$ cat config.mk
export PLATFORM = sky130hd
export DESIGN_NAME = probe_display_ctrl
export DESIGN_NICKNAME = d
export VERILOG_FILES = /design/src/rtl/probe_display_pkg.sv /design/src/rtl/hex7seg.sv /design/src/rtl/probe_display_ctrl.sv
export SDC_FILE = /design/constraint.sdc
export NUM_CORES = 1
export LEC_CHECK = 0
export ABC_AREA = 1
export BUFFER_PORTS_ARGS = -buffer_cell sky130_fd_sc_hd__buf_2
export CAP_MARGIN = 40
export CORE_AREA = 5 5 99 92
export CTS_CLUSTER_SIZE = 12
export DETAILED_ROUTE_END_ITERATION = 12
export DIE_AREA = 0 0 104 97
export GPL_TIMING_DRIVEN = 0
export PLACE_DENSITY = 0.76
export SETUP_SLACK_MARGIN = 0.02
export SLEW_MARGIN = 20
export SYNTH_ARGS = -nofsm -noshare
export SYNTH_HDL_FRONTEND = slang
export SYNTH_HIERARCHICAL = 1
export SYNTH_SLANG_ARGS = --single-unit
export TNS_END_PERCENT = 30
$ cat constraint.sdc
create_clock -name clk -period 3.1 [get_ports clk]
set_input_delay 0.31 -clock clk [delete_from_list [all_inputs] [get_ports clk]]
set_output_delay 0.31 -clock clk [all_outputs]
set_load 0.1 [all_outputs]
$ cat src/rtl/probe_display_pkg.sv
// ---------------------------------------------------------------------------
// probe_display_pkg
//   Shared constants for the debug-probe front panel:
//     - probe_e     : probe index codes (PROBE_PC .. PROBE_ALU, values 0..7)
//     - SEL_WIDTH   : width of the one-hot probe select bus
//     - NUM_DIGITS  : number of 7-segment digits on the board
//     - HEX_SEG_N   : hex digit -> active-low segment pattern {g,f,e,d,c,b,a}
//     - probe_sel() : probe index -> one-hot select (ALU view = all zero)
// ---------------------------------------------------------------------------
package probe_display_pkg;

    localparam int SEL_WIDTH  = 7;
    localparam int NUM_DIGITS = 8;
    localparam int IDX_WIDTH  = 3;

    typedef enum logic [IDX_WIDTH-1:0] {
        PROBE_PC        = 3'd0,
        PROBE_PCTARGET  = 3'd1,
        PROBE_RS1       = 3'd2,
        PROBE_RS2       = 3'd3,
        PROBE_RD        = 3'd4,
        PROBE_READDATA  = 3'd5,
        PROBE_WRITEDATA = 3'd6,
        PROBE_ALU       = 3'd7
    } probe_e;

    localparam logic [6:0] SEG_BLANK_N = 7'h7F;

    // Index 15 is leftmost: F E d C b A 9 8 7 6 5 4 3 2 1 0
    localparam logic [15:0][6:0] HEX_SEG_N = {
        7'h0E, 7'h06, 7'h21, 7'h46, 7'h03, 7'h08, 7'h10, 7'h00,
        7'h78, 7'h02, 7'h12, 7'h19, 7'h30, 7'h24, 7'h79, 7'h40
    };

    // The ALU result is the mux default, selected by driving no select line.
    function automatic logic [SEL_WIDTH-1:0] probe_sel(input probe_e idx);
        if (idx == PROBE_ALU) begin
            return '0;
        end
        return {{(SEL_WIDTH-1){1'b0}}, 1'b1} << idx;
    endfunction

endpackage

$ cat src/rtl/hex7seg.sv
// ---------------------------------------------------------------------------
// hex7seg
//   Purely combinational hex-digit to 7-segment decoder.
//   Ports:
//     digit  in  4  hex value to display
//     seg_n  out 7  segments {g,f,e,d,c,b,a}, active-low
// ---------------------------------------------------------------------------
module hex7seg
    import probe_display_pkg::*;
(
    input  logic [3:0] digit,
    output logic [6:0] seg_n
);

    assign seg_n = HEX_SEG_N[digit];

endmodule

$ cat src/rtl/probe_display_ctrl.sv
// ---------------------------------------------------------------------------
// probe_display_ctrl
//   Front-panel controller for the FPGA debug probe. A debounced push-button
//   steps a 3-bit probe index that drives the one-hot probe select; the
//   returned 32-bit probe word is scanned onto an 8-digit 7-segment display.
//
//   Optional feature: define DBG_AUTOSCAN_EN to make the index also advance
//   automatically every AUTO_DIV cycles.
//
//   Ports:
//     clk       in   1   system clock
//     rst       in   1   synchronous, active-high reset
//     btn_next  in   1   raw asynchronous push-button, active-high
//     x_in      in   32  probe word returned by the probe mux
//     sel_out   out  7   one-hot probe select (all-zero = ALU result)
//     seg_n     out  7   segments {g,f,e,d,c,b,a}, active-low
//     dp_n      out  1   decimal point, active-low
//     an_n      out  8   digit anodes, active-low one-hot, bit 0 = rightmost
//     led_sel   out  3   current probe index, binary
// ---------------------------------------------------------------------------
module probe_display_ctrl
    import probe_display_pkg::*;
#(
    parameter logic [19:0] DEB_CYCLES  = 20'd1_000_000,
    parameter logic [15:0] REFRESH_DIV = 16'd50_000,
    parameter logic [27:0] AUTO_DIV    = 28'd100_000_000
) (
    input  logic                  clk,
    input  logic                  rst,
    input  logic                  btn_next,
    input  logic [31:0]           x_in,
    output logic [SEL_WIDTH-1:0]  sel_out,
    output logic [6:0]            seg_n,
    output logic                  dp_n,
    output logic [NUM_DIGITS-1:0] an_n,
    output logic [IDX_WIDTH-1:0]  led_sel
);

    // Button synchronizer and debouncer
    logic        sync1_q, sync1_d;
    logic        sync2_q, sync2_d;
    logic [19:0] deb_cnt_q, deb_cnt_d;
    logic        deb_lvl_q, deb_lvl_d;
    logic        btn_step;
    logic        step;

    // Probe index and outputs to the mux / LEDs
    probe_e                idx_q, idx_d;
    logic [SEL_WIDTH-1:0]  sel_q, sel_d;
    logic [IDX_WIDTH-1:0]  led_q, led_d;

    // Display capture and scan
    logic [31:0]           x_q, x_d;
    logic [15:0]           pre_cnt_q, pre_cnt_d;
    logic [2:0]            dig_q, dig_d;
    logic [NUM_DIGITS-1:0] an_n_q, an_n_d;
    logic [6:0]            seg_n_q, seg_n_d;
    logic                  dp_n_q, dp_n_d;
    logic [3:0]            cur_nibble;
    logic [6:0]            cur_seg_n;

`ifdef DBG_AUTOSCAN_EN
    logic [27:0] auto_cnt_q, auto_cnt_d;
    logic        auto_tick;
`else
    logic        unused_auto_div;
    assign unused_auto_div = ^AUTO_DIV;
`endif

    assign cur_nibble = x_q[{dig_q, 2'b00} +: 4];

    hex7seg u_hex7seg (
        .digit (cur_nibble),
        .seg_n (cur_seg_n)
    );

    always_comb begin
        // NOTE: every variable gets a default first, so no path can leave one
        // unassigned and infer a latch.
        sync1_d   = btn_next;
        sync2_d   = sync1_q;
        deb_cnt_d = '0;
        deb_lvl_d = deb_lvl_q;

        // The counter only runs while the synced input disagrees with the
        // accepted level; any agreement (a bounce back) restarts it.
        if (sync2_q != deb_lvl_q) begin
            if (deb_cnt_q == DEB_CYCLES - 20'd1) begin
                deb_lvl_d = sync2_q;
            end else begin
                deb_cnt_d = deb_cnt_q + 20'd1;
            end
        end

        btn_step = deb_lvl_d & ~deb_lvl_q;

`ifdef DBG_AUTOSCAN_EN
        auto_tick = (auto_cnt_q == AUTO_DIV - 28'd1);
        // A coincident button step and auto tick merge into one step, and a
        // button step also restarts the auto period.
        step       = btn_step | auto_tick;
        auto_cnt_d = step ? '0 : auto_cnt_q + 28'd1;
`else
        step = btn_step;
`endif

        idx_d = step ? probe_e'(idx_q + 3'd1) : idx_q;
        sel_d = probe_sel(idx_d);
        led_d = idx_d;

        // The probe mux is combinational, so the word always trails the
        // select by one cycle; it is shown as-is without blanking.
        x_d = x_in;

        pre_cnt_d = pre_cnt_q + 16'd1;
        dig_d     = dig_q;
        if (pre_cnt_q == REFRESH_DIV - 16'd1) begin
            pre_cnt_d = '0;
            dig_d     = dig_q + 3'd1;
        end

        // Anode, segments and dp all derive from the same dig_q so they
        // switch on the same edge.
        an_n_d  = ~(8'b1 << dig_q);
        seg_n_d = cur_seg_n;
        dp_n_d  = !((dig_q == 3'd7) && (idx_q == PROBE_ALU));
    end

    // NOTE: all state uses non-blocking assignments so every flop samples
    // the pre-edge value of its inputs regardless of statement order.
    always_ff @(posedge clk) begin
        if (rst) begin
            sync1_q    <= 1'b0;
            sync2_q    <= 1'b0;
            deb_cnt_q  <= '0;
            deb_lvl_q  <= 1'b0;
            idx_q      <= PROBE_PC;
            sel_q      <= probe_sel(PROBE_PC);
            led_q      <= '0;
            x_q        <= '0;
            pre_cnt_q  <= '0;
            dig_q      <= '0;
            an_n_q     <= 8'hFE;
            seg_n_q    <= SEG_BLANK_N;
            dp_n_q     <= 1'b1;
`ifdef DBG_AUTOSCAN_EN
            auto_cnt_q <= '0;
`endif
        end else begin
            sync1_q    <= sync1_d;
            sync2_q    <= sync2_d;
            deb_cnt_q  <= deb_cnt_d;
            deb_lvl_q  <= deb_lvl_d;
            idx_q      <= idx_d;
            sel_q      <= sel_d;
            led_q      <= led_d;
            x_q        <= x_d;
            pre_cnt_q  <= pre_cnt_d;
            dig_q      <= dig_d;
            an_n_q     <= an_n_d;
            seg_n_q    <= seg_n_d;
            dp_n_q     <= dp_n_d;
`ifdef DBG_AUTOSCAN_EN
            auto_cnt_q <= auto_cnt_d;
`endif
        end
    end

    assign sel_out = sel_q;
    assign led_sel = led_q;
    assign an_n    = an_n_q;
    assign seg_n   = seg_n_q;
    assign dp_n    = dp_n_q;

endmodule
Yosys cells after proc, flatten, opt, wreduce, memory -nomap -nowiden
Memory sizes are Yosys's and may differ from the RTL's. A register that Yosys moved wholly into a read port is not among the register bits.
Cells that the tools add are included.
Widths: inputs -> output; s select.
{ "totals": {"mem_count": 1, "ff_bits": 93, "mem_bits_ro": 112, "out_inout_bits": 26, "input_bits": 35} }
{ "memory_table": {"columns": ["memory", "depth", "width", "read_ports", "rd_ports_with_merged_regs", "wr", "line_no", "text"], "rows": [
  ["(name not given)", 16, 7, 1, 1, 0, "hex7seg.sv:15", "assign seg_n = HEX_SEG_N[digit];"]
]} }
{ "classes": {"reduce_logical": 4, "shift": 3, "n_mux": 6, "n_addsub": 4, "eq_ne": 6, "bitwise_logic": 4} }
{ "ops": {"columns": ["operator", "count"], "rows": [
  ["$shiftx 32x6->4", 1],
  ["$add 20x1->20 const B", 1],
  ["$eq 20x20->1 const B", 1],
  ["$add 16x1->16 const B", 1],
  ["$eq 16x16->1 const B", 1],
  ["$mux 7", 2],
  ["$eq 3x3->1 const B", 3],
  ["$not 8->8", 1],
  ["$shl 1x3->8 const A", 1],
  ["$shl 1x3->7 const A", 1],
  ["$add 3x1->3 const B", 2],
  ["$mux 1", 3],
  ["$mux 3", 1],
  ["$reduce_or 3->1", 1],
  ["$not 1->1", 2],
  ["$reduce_or 2->1", 1],
  ["$and 1x1->1", 1],
  ["$logic_and 1x1->1", 1],
  ["$logic_not 1->1", 1],
  ["$ne 1x1->1", 1]
]} }

Logic depth before layout (Yosys ltp)
{ "depth": {"word_depth": 8, "ltp_mapped": 13, "ltp_nobuf": 12} }

Hierarchy
The synthesis kept the hierarchy.
{ "modules_own_cells": {"columns": ["module", "cells_each", "area_each_um2", "instances"], "rows": [
  ["probe_display_ctrl", 518, 4017.6, 1],
  ["hex7seg", 49, 274.0, 1]
]} }

Worst setup path before layout
Ideal clock, no wire load.
{ "synth_path": {"kind": "register to register", "from": "register dig_q[0]", "to": "register seg_n_q[3], in the netlist seg_n[3]", "period_less_slack_ps": 2367, "slack_ps": 733, "arrival_ps": 2244, "t_required_ps": 2977, "setup_ps": 123, "stages_incl_launch_ff": 13, "path_cell_list": "dfxtp_1 -> buf_2 -> clkbuf_1 -> nor2_1 -> nor2_1 -> o21ai_0 -> a31oi_1 -> inv_1 -> ha_1 -> nand2_1 -> nand3_1 -> nand2_1 -> or2_2"} }
{ "synth_between": {"elab_chain_cells": 1} }
{ "synth_rtl": {"columns": ["item", "line_no", "text"], "rows": [
  ["from (decl)", "probe_display_ctrl.sv:55", "logic [2:0] dig_q, dig_d;"],
  ["from (signal assigned)", "probe_display_ctrl.sv:159", "dig_q <= dig_d;"],
  ["$shiftx 32x6->4", "probe_display_ctrl.sv:70", "assign cur_nibble = x_q[{dig_q, 2'b00} +: 4];"],
  ["via cur_nibble[1]", "probe_display_ctrl.sv:59", "logic [3:0] cur_nibble;"],
  ["to (decl)", "probe_display_ctrl.sv:57", "logic [6:0] seg_n_q, seg_n_d;"]
]} }
The timed path passes the listed nets, and every way through them passes these cells.
A chain may end at the register's enable or synchronous reset.

Worst setup path after layout
Ends and elaborated chain as after synthesis.

==> flow_metrics.py <==
metrics = {
    "timing": {
        "tightest_slew_ns": 0.529,
        "min_period_ns": 2.87,
        "slew-limit-headroom_pct": 64.7,
        "fin_skew_ns": 0.0134,
        "fmax_ghz": 0.349,
        "rsz0062_at_grt": "true",
        "finalMaxSlewViolations": 0,
        "hold_violations": 0,
        "fin_tns_setup_ns": 0,
        "post-route-period-util_pct": 92.4,
        "setup_viol": 0,
    },
    "placement": {
        "finalWeightedCongestion": 0.828,
        "hpwl_mm": 6.52,
        "port-buffer-count": 59,
        "dp_cells": 725,
    },
    "final_layout": {
        "final_cells": 741,
        "multiInputGateArea_um2": 1900,
        "diodes": 0,
        "fill_cells": 715,
        "num-nets-final": 689,
        "ff_latch_area_um2": 2000,
        "drive_gt1_share_pct": 18.8,
        "area_growth_pct": 14.7,
    },
    "floorplanning": {
        "die_h_um": 97,
        "initial_utilization_pct": 54.2,
        "std_cell_rows": 31,
        "die_x_um": 104,
        "core_area_um2": 7910,
        "ios": 61,
        "die-area_um2": 10100,
    },
    "synth": {
        "yosys.area.top_type": "dfxtp_1",
        "syn_nets": 619,
        "yosysUniqueCellTypes": 35,
        "synth_top_area_share_pct": 46.6,
        "synthCells": 567,
        "ys_seq_area_share_pct": 46.6,
        "ys_ff_latch": 100,
        "ys_top_cells_by_area": "dfxtp_1, nor2_1, nand2_1",
        "ys_warn_count": 6,
        "syn_avg_cell_area_um2": 7.57,
        "synth_area_um2": 4290,
    },
    "worst_setup_path": {
        "required_ns": 3.36,
        "r2r_end": "seg_n[3]",
        "critPathLaunchType": "flop",
        "reg2reg_slack_ns": 0.23,
        "crit_path_end_kind": "flop",
        "r2r_cells": 12,
        "critPathKind": "reg -> reg",
        "path_max_fanout": 10,
        "r2r_start": "dig_q[0]",
        "crit_start": "dig_q[0]",
        "crit_arrival_ns": 3.13,
    },
    "global_routing": {
        "gr-total-overflow": 0,
        "grt_first_pass_wirelength_mm": 15.0,
        "first_global_vias": 3526,
        "grt_usage_pct": 17.4,
        "grt_max_degree": 21,
        "antenna_found_initial": 0,
    },
    "cts": {
        "cts_tree": "yes",
        "cts.hold.buffers_added": 0,
        "cts_sinks": 100,
        "htree_levels": 3,
        "worst_skew_pair.late_latency_ns": 0.37,
        "clockBufferDepth": 2,
        "root_buffer": "clkbuf_8",
        "numCtsBuffers": 9,
        "clk_pin_slew_ns": 0.11,
        "cts_setup_buffers": 0,
    },
    "min_path": {
        "worstHoldStart": "x_in[29]",
        "holdPathEnd": "x_q[29]",
        "hold_class": "in -> reg",
        "min_path_cells": 3,
    },
    "drt": {
        "wirelength_mm": 8.52,
        "wl_per_cell_um": 11.5,
        "drc": 0,
        "viasPerCell": 4.90,
        "vias": 3629,
        "drtAntennaViolNets": 0,
        "drtIter0Drc": 218,
        "dr.pass1.iters": 4,
    },
    "outcome": {
        "status": "completed",
    },
    "job": {
        "drv_cap": 0,
    },
    "power_and_ir_drop": {
        "peakVddDrop_uv": 231,
        "power_per_cell_area_nw_per_um2": 473,
        "p_leak_nw": 2.17,
    },
}
-- Yosys cell counts --
| library cell | instances |
|---|---|
| nor4_1 | 2 |
| clkbuf_1 | 9 |
| and3_1 | 1 |
| xor2_1 | 7 |
| nor2_4 | 2 |
| or2_0 | 1 |
| o21ai_2 | 1 |
| clkinv_1 | 3 |
| xnor2_1 | 2 |
| nor3b_1 | 1 |
| dfxtp_1 | 100 |
| nand4_2 | 2 |
| nor3_1 | 13 |
| o22ai_1 | 4 |
| buf_2 | 7 |
| nand4_1 | 9 |
| nand3b_1 | 5 |
| nor2_1 | 107 |
| ha_1 | 17 |
| or2_2 | 8 |
| a31oi_1 | 5 |
| inv_2 | 9 |
| nand2_1 | 85 |
| nand3_2 | 2 |
| inv_1 | 72 |
| nor3_2 | 4 |
| buf_6 | 1 |
| nand3_1 | 29 |
| o21a_1 | 1 |
| o21ai_1 | 3 |
| nand3b_4 | 1 |
| a21oi_1 | 21 |
| nand2_2 | 2 |
| nor2_2 | 6 |
| o21ai_0 | 25 |
-- placed cells by master (no fill, tap or decap), types with 4 or more instances in the layout --
| master | n |
|---|---|
| nand3_1 | 29 |
| nor2_1 | 107 |
| a31oi_1 | 4 |
| inv_1 | 72 |
| clkbuf_8 | 9 |
| ha_1 | 17 |
| dfxtp_1 | 100 |
| nand4_1 | 9 |
| nor3_1 | 13 |
| o22ai_1 | 4 |
| nand3b_1 | 5 |
| a21oi_1 | 21 |
| nor3_2 | 4 |
| clkbuf_1 | 9 |
| or2_2 | 8 |
| buf_2 | 66 |
| xor2_1 | 7 |
| nor2_2 | 6 |
| inv_2 | 9 |
| o21ai_0 | 25 |
| nand2_1 | 85 |
-- worst max path at each step --
stage,end,slack (ns),depth (start not counted)
after floorplan,seg_n[3],0.73,12
after global placement,seg_n[3],0.33,12
after detailed placement,seg_n[3],0.26,12
after CTS,seg_n[3],0.24,12
after global routing,seg_n[3],0.04,12
final,seg_n[3],0.23,12
-- critical path, stage by stage (launching register included) --
cell      delay, ns
dfxtp_1        0.37
buf_2          0.21
clkbuf_1       0.39
nor2_1         0.10
o22ai_1        0.19
nor2_1         0.07
a31oi_1        0.41
inv_1          0.23
ha_1           0.36
nand2_1        0.06
nand3_1        0.07
nand2_1        0.04
or2_2          0.26
-- through the flow --
stage	setup slack (ns)	total power, mW	utilization [%]	hold slack, ns	area [µm²]
after global routing	0.0435	2.42	62.2	0.106	4920
after detailed placement	0.258	1.54	59.5	0.401	4710
after CTS	0.238	2.35	62.1	0.111	4910
after global placement	0.333	1.54	59.5	0.391	4710
final	0.234	2.33	62.2	0.123	4920
after floorplan	0.733	1.49	-	0.388	4290
-- power breakdown --
part           leakage [nW]  switching, mW  internal [mW]
Combinational          1.25          0.127         0.0545
Clock                0.0994          0.497          0.320
Sequential            0.818        0.00968           1.32
-- sequential cells by signal (all words and copies together) (netlist names) --
register	cells
dig_q	3
sync2_q	1
pre_cnt_q	16
deb_lvl_q	1
sel_out	7
led_sel	3
seg_n	7
dp_n	1
sync1_q	1
x_q	32
an_n	8
deb_cnt_q	20
-- layout make-up --
class	instances	share of cell area [%]
repair buffers	59	6.00
well taps	99	2.52
clock buffers	9	2.52
plain buffers	17	1.63
flip-flops and latches	100	40.7
multi-input cells	366	38.6
inverters	84	6.41
clock inverters	7	1.63
-- per-layer routing --
| layer | share of wire [%] | vias to the layer above | global-route usage (%) | wire length, µm |
|---|---|---|---|---|
| met5 | 0 | - | 0 | 0 |
| met4 | 1.4 | 0 | 5.38 | 123 |
| met3 | 5.5 | 11 | 4.73 | 465 |
| met2 | 45 | 71 | 27.7 | 3830 |
| met1 | 48 | 1631 | 22.9 | 4100 |
| li1 | - | 1916 | - | - |
-- cell families (layout without fill, tap and decap cells) --
logic type | count (synthesis) | after routing | synth area share, %
AO/OA/AOI/OAI | 60 | 60 | 7.41
adder cells (fa/ha/maj) | 17 | 17 | 4.96
flip-flops | 100 | 100 | 46.6
XOR/XNOR | 9 | 9 | 1.84
AND/OR/NAND/NOR | 280 | 280 | 29.9
buffers and inverters | 101 | 176 | 9.21
-- repair_timing --
action | 4_1_cts | 5_1_grt
hold endpoints to repair | 0 | 0
resized for setup | 0 | 1
setup endpoints to repair | 0 | 2
Note: power is estimated with default switching activity, not from simulation.
